$ cat config.mk
export PLATFORM = sky130hd
export DESIGN_NAME = cpu_control_unit
export DESIGN_NICKNAME = d
export VERILOG_FILES = /design/src/rtl/cpu_pkg.sv /design/src/rtl/reg_file.sv /design/src/rtl/cpu_control_unit.sv
export SDC_FILE = /design/constraint.sdc
export NUM_CORES = 1
export LEC_CHECK = 0
export ABC_AREA = 1
export BUFFER_PORTS_ARGS = -buffer_cell sky130_fd_sc_hd__clkbuf_2
export CAP_MARGIN = 25
export CORE_MARGIN = 3
export CORE_UTILIZATION = 45
export CTS_CLUSTER_DIAMETER = 40
export DETAILED_ROUTE_END_ITERATION = 16
export SYNTH_ARGS = -nofsm -noshare
export SYNTH_HDL_FRONTEND = slang
export SYNTH_HIERARCHICAL = 1
export SYNTH_SLANG_ARGS = --single-unit
export TNS_END_PERCENT = 50
$ cat constraint.sdc
create_clock -name clk -period 6.69 [get_ports clk]
set_clock_uncertainty 0.15 [all_clocks]
set_input_delay 1.338 -clock clk [delete_from_list [all_inputs] [get_ports clk]]
set_output_delay 1.338 -clock clk [all_outputs]
set_load 0.02 [all_outputs]
$ cat src/rtl/cpu_pkg.sv
// Definitions shared by the control unit and the ALU: opcodes, sequencer
// states and the bit positions of the instruction fields.
package cpu_pkg;

    localparam logic [3:0] OP_NOP   = 4'h0;
    localparam logic [3:0] OP_ADD   = 4'h1;
    localparam logic [3:0] OP_SUB   = 4'h2;
    localparam logic [3:0] OP_AND   = 4'h3;
    localparam logic [3:0] OP_OR    = 4'h4;
    localparam logic [3:0] OP_XOR   = 4'h5;
    localparam logic [3:0] OP_LOAD  = 4'h6;
    localparam logic [3:0] OP_STORE = 4'h7;
    localparam logic [3:0] OP_LDI   = 4'h8;
    localparam logic [3:0] OP_JMP   = 4'h9;
    localparam logic [3:0] OP_HALT  = 4'hF;

    typedef enum logic [2:0] {
        ST_FETCH,
        ST_DECODE,
        ST_EXECUTE,
        ST_WRITEBACK,
        ST_MEM,
        ST_HALT
    } state_t;

    localparam int OP_MSB  = 15;
    localparam int OP_LSB  = 12;
    localparam int RD_MSB  = 11;
    localparam int RD_LSB  = 8;
    localparam int RS1_MSB = 7;
    localparam int RS1_LSB = 4;
    localparam int RS2_MSB = 3;
    localparam int RS2_LSB = 0;
    localparam int IMM_MSB = 7;
    localparam int IMM_LSB = 0;

    function automatic logic is_alu_op(input logic [3:0] op);
        return (op >= OP_ADD) && (op <= OP_XOR);
    endfunction

endpackage

$ cat src/rtl/reg_file.sv
// General register file: two asynchronous read ports, one synchronous
// write port, all registers cleared by reset.
module reg_file
    import cpu_pkg::*;
#(
    parameter int NREGS  = 16,
    parameter int DATA_W = 16
) (
    input  logic                     clk,
    input  logic                     reset,
    input  logic [$clog2(NREGS)-1:0] i_raddr_a,
    output logic [DATA_W-1:0]        o_rdata_a,
    input  logic [$clog2(NREGS)-1:0] i_raddr_b,
    output logic [DATA_W-1:0]        o_rdata_b,
    input  logic                     i_we,
    input  logic [$clog2(NREGS)-1:0] i_waddr,
    input  logic [DATA_W-1:0]        i_wdata
);

    logic [DATA_W-1:0] r_regs [NREGS];

    always_ff @(posedge clk) begin
        if (reset) begin
            for (int i = 0; i < NREGS; i++) begin
                r_regs[i] <= '0;
            end
        end else if (i_we) begin
            r_regs[i_waddr] <= i_wdata;
        end
    end

    assign o_rdata_a = r_regs[i_raddr_a];
    assign o_rdata_b = r_regs[i_raddr_b];

endmodule

$ cat src/rtl/cpu_control_unit.sv
// Fetch-decode-execute sequencer: walks each instruction through the shared
// memory port and the external ALU, one instruction at a time.
module cpu_control_unit
    import cpu_pkg::*;
#(
    parameter int ADDR_W = 8,
    parameter int NREGS  = 16
) (
    input  logic              clk,
    input  logic              reset,
    output logic              mem_req,
    output logic              mem_we,
    output logic [ADDR_W-1:0] mem_addr,
    output logic [15:0]       mem_wdata,
    input  logic [15:0]       mem_rdata,
    input  logic              mem_ready,
    output logic [3:0]        alu_opcode,
    output logic [15:0]       alu_num1,
    output logic [15:0]       alu_num2,
    input  logic [15:0]       alu_result,
    output logic              halted,
    output logic [ADDR_W-1:0] pc_out
);

    state_t            r_state;
    state_t            w_next_state;
    logic              r_started;
    logic [ADDR_W-1:0] r_pc;
    logic [15:0]       r_ir;
    logic [15:0]       r_a;
    logic [15:0]       r_b;
    logic [15:0]       r_res;
    logic [15:0]       r_alu_num1;
    logic [15:0]       r_alu_num2;

    logic [3:0]        w_op;
    logic [3:0]        w_rd;
    logic [3:0]        w_rs1;
    logic [3:0]        w_rs2;
    logic [7:0]        w_imm;
    logic              w_is_alu;
    logic              w_mem_done;
    logic              w_rf_we;
    logic [3:0]        w_rf_raddr_b;
    logic [15:0]       w_rf_wdata;
    logic [15:0]       w_rf_rdata_a;
    logic [15:0]       w_rf_rdata_b;

    assign w_op       = r_ir[OP_MSB:OP_LSB];
    assign w_rd       = r_ir[RD_MSB:RD_LSB];
    assign w_rs1      = r_ir[RS1_MSB:RS1_LSB];
    assign w_rs2      = r_ir[RS2_MSB:RS2_LSB];
    assign w_imm      = r_ir[IMM_MSB:IMM_LSB];
    assign w_is_alu   = is_alu_op(w_op);
    assign w_mem_done = mem_req && mem_ready;
    assign pc_out     = r_pc;

    // STORE reads its data register through port B in place of rs2.
    assign w_rf_raddr_b = (w_op == OP_STORE) ? w_rd : w_rs2;
    assign w_rf_we      = (r_state == ST_WRITEBACK) ||
                          ((r_state == ST_MEM) && w_mem_done && (w_op == OP_LOAD));
    assign w_rf_wdata   = (r_state == ST_WRITEBACK) ? r_res : mem_rdata;

    reg_file #(
        .NREGS  (NREGS),
        .DATA_W (16)
    ) u_reg_file (
        .clk       (clk),
        .reset     (reset),
        .i_raddr_a (w_rs1),
        .o_rdata_a (w_rf_rdata_a),
        .i_raddr_b (w_rf_raddr_b),
        .o_rdata_b (w_rf_rdata_b),
        .i_we      (w_rf_we),
        .i_waddr   (w_rd),
        .i_wdata   (w_rf_wdata)
    );

    // r_started keeps the bus idle for the first cycle out of reset.
    always_ff @(posedge clk) begin
        if (reset) begin
            r_state   <= ST_FETCH;
            r_started <= 1'b0;
        end else begin
            r_state   <= w_next_state;
            r_started <= 1'b1;
        end
    end

    always_comb begin
        w_next_state = r_state;
        unique case (r_state)
            ST_FETCH:     if (w_mem_done) w_next_state = ST_DECODE;
            ST_DECODE:    w_next_state = ST_EXECUTE;
            ST_EXECUTE: begin
                if (w_is_alu || (w_op == OP_LDI)) begin
                    w_next_state = ST_WRITEBACK;
                end else if ((w_op == OP_LOAD) || (w_op == OP_STORE)) begin
                    w_next_state = ST_MEM;
                end else if (w_op == OP_HALT) begin
                    w_next_state = ST_HALT;
                end else begin
                    w_next_state = ST_FETCH;
                end
            end
            ST_WRITEBACK: w_next_state = ST_FETCH;
            ST_MEM:       if (w_mem_done) w_next_state = ST_FETCH;
            ST_HALT:      w_next_state = ST_HALT;
            default:      w_next_state = ST_FETCH;
        endcase
    end

    always_comb begin
        mem_req    = 1'b0;
        mem_we     = 1'b0;
        mem_addr   = '0;
        mem_wdata  = '0;
        alu_opcode = OP_NOP;
        alu_num1   = r_alu_num1;
        alu_num2   = r_alu_num2;
        halted     = 1'b0;
        unique case (r_state)
            ST_FETCH: begin
                mem_req  = r_started;
                mem_addr = r_pc;
            end
            ST_EXECUTE: begin
                if (w_is_alu) begin
                    alu_opcode = w_op;
                    alu_num1   = r_a;
                    alu_num2   = r_b;
                end
            end
            ST_MEM: begin
                mem_req   = 1'b1;
                mem_we    = (w_op == OP_STORE);
                mem_addr  = r_a[ADDR_W-1:0];
                mem_wdata = r_b;
            end
            ST_HALT:  halted = 1'b1;
            default: ;
        endcase
    end

    // Datapath registers; the last ALU operands are kept so the ALU inputs hold.
    always_ff @(posedge clk) begin
        if (reset) begin
            r_pc       <= '0;
            r_ir       <= '0;
            r_a        <= '0;
            r_b        <= '0;
            r_res      <= '0;
            r_alu_num1 <= '0;
            r_alu_num2 <= '0;
        end else begin
            unique case (r_state)
                ST_FETCH: begin
                    if (w_mem_done) begin
                        r_ir <= mem_rdata;
                        r_pc <= r_pc + ADDR_W'(1);
                    end
                end
                ST_DECODE: begin
                    r_a <= w_rf_rdata_a;
                    r_b <= w_rf_rdata_b;
                end
                ST_EXECUTE: begin
                    if (w_is_alu) begin
                        r_res      <= alu_result;
                        r_alu_num1 <= r_a;
                        r_alu_num2 <= r_b;
                    end else if (w_op == OP_LDI) begin
                        r_res <= {8'h00, w_imm};
                    end else if (w_op == OP_JMP) begin
                        r_pc <= ADDR_W'(w_imm);
                    end
                end
                default: ;
            endcase
        end
    end

endmodule
* Word level (Yosys, flattened, before mapping)
Memory sizes are Yosys's and may differ from the RTL's. A register that Yosys moved wholly into a read port is not among the register bits. Index checks and enable logic that the tools add are counted.
Word-level totals: register bits 76, bits in writable memories 256, output and inout bits 71, memories 1, bits of input ports 35, word-level logic and storage cells 76
Memories:
- u_reg_file.r_regs | words 16, bits a word 16, rd ports 2, clocked after Yosys merged registers in 2, write ports 16, RTL line reg_file.sv:20 | logic [DATA_W-1:0] r_regs [NREGS];
Operators by class: add/subtract/negate cells 1, equality and inequality tests 15, magnitude comparators 2, reductions and logical operators 15, muxes and demuxes 35
Operators with widths (count):
- 16-bit 2-to-1 mux | 9
- 8-bit 2-to-1 mux | 4
- 8-bit case mux with 2 select lines | 2
- 4-bit 2-to-1 mux | 4
- 16-bit OR reduction | 1
- 3-bit 2-to-1 mux | 5
- 3-bit case mux with 5 select lines | 1
- 4-bit == test, second input constant | 3
- 2-bit != test, second input constant | 5
- 1-bit 2-to-1 mux | 9
- 8-bit by 1-bit adder with 8-bit output, second input constant | 1
- 4-bit by 3-bit == test with 1-bit output, second input constant | 2
- 3-bit by 2-bit == test with 1-bit output, second input constant | 2
- 3-bit == test, second input constant | 2
- 2-bit AND reduction | 3
- 5-bit AND reduction | 1
- 4-bit by 1-bit >= comparator with 1-bit output, second input constant | 1
- 4-bit by 3-bit less-or-equal comparator with 1-bit output, second input constant | 1
- 1-bit logical AND | 4
- 2-bit nonzero test | 2
- 3-bit by 1-bit == test with 1-bit output, second input constant | 1
- 3-bit zero test | 1
- 1-bit logical OR | 3
- 1-bit case mux with 2 select lines | 1

* Longest topological paths before layout
word-level depth 11, gate-level depth with buffers 15, depth with buffers taken out 13

* Cells and area by module
Netlist, hierarchy kept.
By module, submodules not included:
- reg_file | cells an instance 1968, seq. area each 7687.4 µm², area an instance 14886.8 µm², instances 1
- cpu_control_unit | cells an instance 699, seq. area each 2162.1 µm², area an instance 4828.4 µm², instances 1

* Worst setup path after synthesis
Ideal clock, no wire load.
kind input to register, start in mem_ready, end mem u_reg_file.r_regs[8][0] (enable), arrival time 2.680 ns, path slack 3.488 ns, required time 6.168 ns, cell stages on the path 9, library setup time 0.372 ns, path through inv_1 o21ai_0 nand2_2 clkinv_4 nand2_2 nor2_4 nand2_4 buf_6 nand2_1
RTL lines:
- from (decl) | RTL line cpu_control_unit.sv:16 | input logic mem_ready,
- to (decl) | RTL line reg_file.sv:20

* Worst setup path in the final report
start reg r_ir[13], end out alu_num1[8]
On the way: word-level cells in the longest chain between the ends 4
RTL lines:
- from (decl) | RTL line cpu_control_unit.sv:29 | logic [15:0] r_ir;
- from (signal assigned) | RTL line cpu_control_unit.sv:159 | r_ir <= mem_rdata;
- 4-bit by 1-bit >= comparator with 1-bit output / 4-bit by 3-bit less-or-equal comparator with 1-bit output (equally long branches) | RTL line cpu_pkg.sv:38 | return (op >= OP_ADD) && (op <= OP_XOR);
- 1-bit logical AND (*) | RTL line cpu_pkg.sv:38
- 16-bit 2-to-1 mux (*)
- 16-bit 2-to-1 mux (*) | RTL line cpu_control_unit.sv:122 | unique case (r_state)
- to (decl) | RTL line cpu_control_unit.sv:18 | output logic [15:0] alu_num1,
Every way passes the cells marked *; elsewhere a longest branch is shown, timed or not.

==> metrics.txt <==
run status complete, no violations; mux cell area share after synthesis 0.457%; Layout Cells excl Fill 3,318; Final Critical Period 4320 ps; Core Area 0.0432 sq mm; layout cell share with drive strength beyond 1 10.7%; # hold bufs at CTS 0; WP buf/inv 4; Core Rows 76; io pins 106; register area share after synthesis 50.0%; WS Path Type register to output port; root buffer cell clkbuf_16; Initial Util 45.7%; total power 6610 uW; Seq cells post-synth 364; main combinational cell family by area after synthesis simple AND/OR/NAND/NOR gates; WL/cell 21.1 um; clk_lat worst skew 590 ps; xor/xnor share of the synthesized area 0%; Top cell by count, worst path nand2_1; die area 0.0464 sq mm; Initial DRT Pass Iterations 6; Antenna Nets Post-Route 0; Fmax 232 MHz; Residual DRC 0; Rel. slew slack 23.6%; static leakage 0.0106 uW; crit-path leading delay family simple AND/OR/NAND/NOR gates; CTS tree done; clk sinks 364; Netlist cell types 33; via density per instance 5.53; first-pass GRT wire length 103 mm; gr ovfl total 0; Final Cycle Share 64.5%; deepest clock path buffer count 3; CP Capture Type output port; CP Launch Type register; crit path max-delay cell type buf_4; largest net degree at the start of global routing 90; critical path arrival 2830 ps; Synth Instances 2,667; Net Count, Synth 2,703; RD Place Congestion 0.965; final max-slew violation count 0; setup TNS 0 ps; H-tree depth 2; Synth warnings 6; Hold Vio Cnt, Final 0; crit-path max cell delay 520 ps; RSZ-0062 raised after global routing false; maxcap violations 0; pwr/cell area 292 mW/mm^2; worst endpoint required time 5200 ps; Max FO, Critical Path 64; final setup fails 0; Critical Path, Cell by Cell nand2_1 -> inv_2 -> nor2_8 -> nand2_4 -> nor2_4 -> buf_4 -> nand2_1 -> o21ai_0 -> inv_1 -> clkbuf_2; syn_area_per_cell 7.39 sq um; via count 18,400; Synth Area in Compound Gates 4.51%; maximum vdd drop 0.179 mV; final design utilization 52.4%; Fillers 4,188; antenna cells 0; transition time of the tightest slew-check pin 1150 ps; # placed instances 3,213; Hold Path Class register to register; Detailed Place HPWL 47.3 mm; Hold Slack 302 ps; total wire length 69.9 mm; Area Growth Syn to Fin 14.7%; die width 215 um; height of the die 215 um; CTS clock-pin slew for the worst setup and hold paths 60 ps; postcts setup bufs 0; cts bufs inserted 55; vias in the first global route 16,600; initial antenna violation count 3; global-route usage over all layers 29.3%; simple-gate share of the synthesized area 33.5%; post-cts resize count 0; Post-Syn Area 0.0197 sq mm; PortBufs 104; Synth Area in Adders 0.0635%; nets@finish 2,723; initial DRC count 2,421
==> report_power, final <==
group          internal, uW  switching (uW)  leakage, uW
Combinational           282             788      0.00611
Sequential             2510            65.0      0.00352
Clock                  1820            1140     0.000958
==> final timing paths <==
kind            endpoint     start  depth (start not counted)  slack [ps]
min              r_a[10]   r_a[10]                          2         300
min reg2reg      r_a[10]   r_a[10]                          2         300
max reg2reg       r_b[0]  r_ir[15]                         13        2560
max          alu_num1[8]  r_ir[13]                         10        2370
==> registers in the layout (all words and copies together) (netlist names), 3 cells and up <==
register,cells
r_alu_num2,16
pc_out,8
u_reg_file/r_regs,256
r_alu_num1,16
r_a,16
r_res,16
r_ir,16
r_b,16
r_state,3
==> per-layer routing <==
metal / up-vias / GRT usage [%] / share of wire (%)
li1: 8499 / - / -
met1: 8600 / 39.3 / 40
met2: 1057 / 44.4 / 44
met3: 191 / 7.28 / 11
met4: 4 / 14.3 / 5.1
met5: - / 0 / 0.039
==> layout make-up <==
cell class / instances / area, sq um / area share (%)
clock inverters: 31 / 323 / 1.43
repair buffers: 137 / 961 / 4.25
well taps: 585 / 732 / 3.24
inverters: 394 / 1490 / 6.58
clock buffers: 72 / 1620 / 7.16
multi-input cells: 1735 / 7640 / 33.8
flip-flops and latches: 364 / 9850 / 43.6
==> per-stage QoR <==
stage	worst slack [ps]	instance area (sq um)
2_1_floorplan	3490	19700
3_3_place_gp	2720	20400
3_5_place_dp	2640	20600
4_1_cts	2370	22600
5_1_grt	2140	22600
6_report	2370	22600
==> cells by family (layout without fill, tap and decap cells) <==
kind of cell,count (synthesis),after routing
simple gates,1549,1549
buf+inv,568,634
flops,364,364
compound gates,176,176
mux,8,8
fa+ha+maj,1,1
other cells,1,1
==> Yosys cell counts, drive strengths merged <==
master	count	area share, %
nand2	705	14
nand3	481	12
inv	393	7.5
nor2	354	7.0
edfxtp	256	39
dfxtp	108	11
o21ai	106	2.7
buf	92	2.4
clkbuf	82	1.6
a21oi	64	1.6
mux2	8	0.46
o22ai	6	0.19
nor3	4	0.16
nand4	3	0.13
clkinv	1	0.044
conb	1	0.019
ha	1	0.063
nand3b	1	0.10
or2	1	0.032
==> layout by cell type, fill, tap and decap left out, drive strengths merged <==
cell	n
clkbuf	176
dfxtp	108
conb	1
a21oi	64
edfxtp	256
inv	406
or2	1
ha	1
nor2	354
buf	33
o22ai	6
clkinvlp	1
nand4	3
clkinv	16
mux2	8
o21ai	106
nand3b	1
nor3	4
nand2	705
nand3	481
bufinv	2
==> tightest hold or removal path, stage by stage, from the launching register on <==
cell and delay [ps]:
dfxtp_1 290, inv_1 60, a21oi_1 50
(Power assumes the default switching activity.)
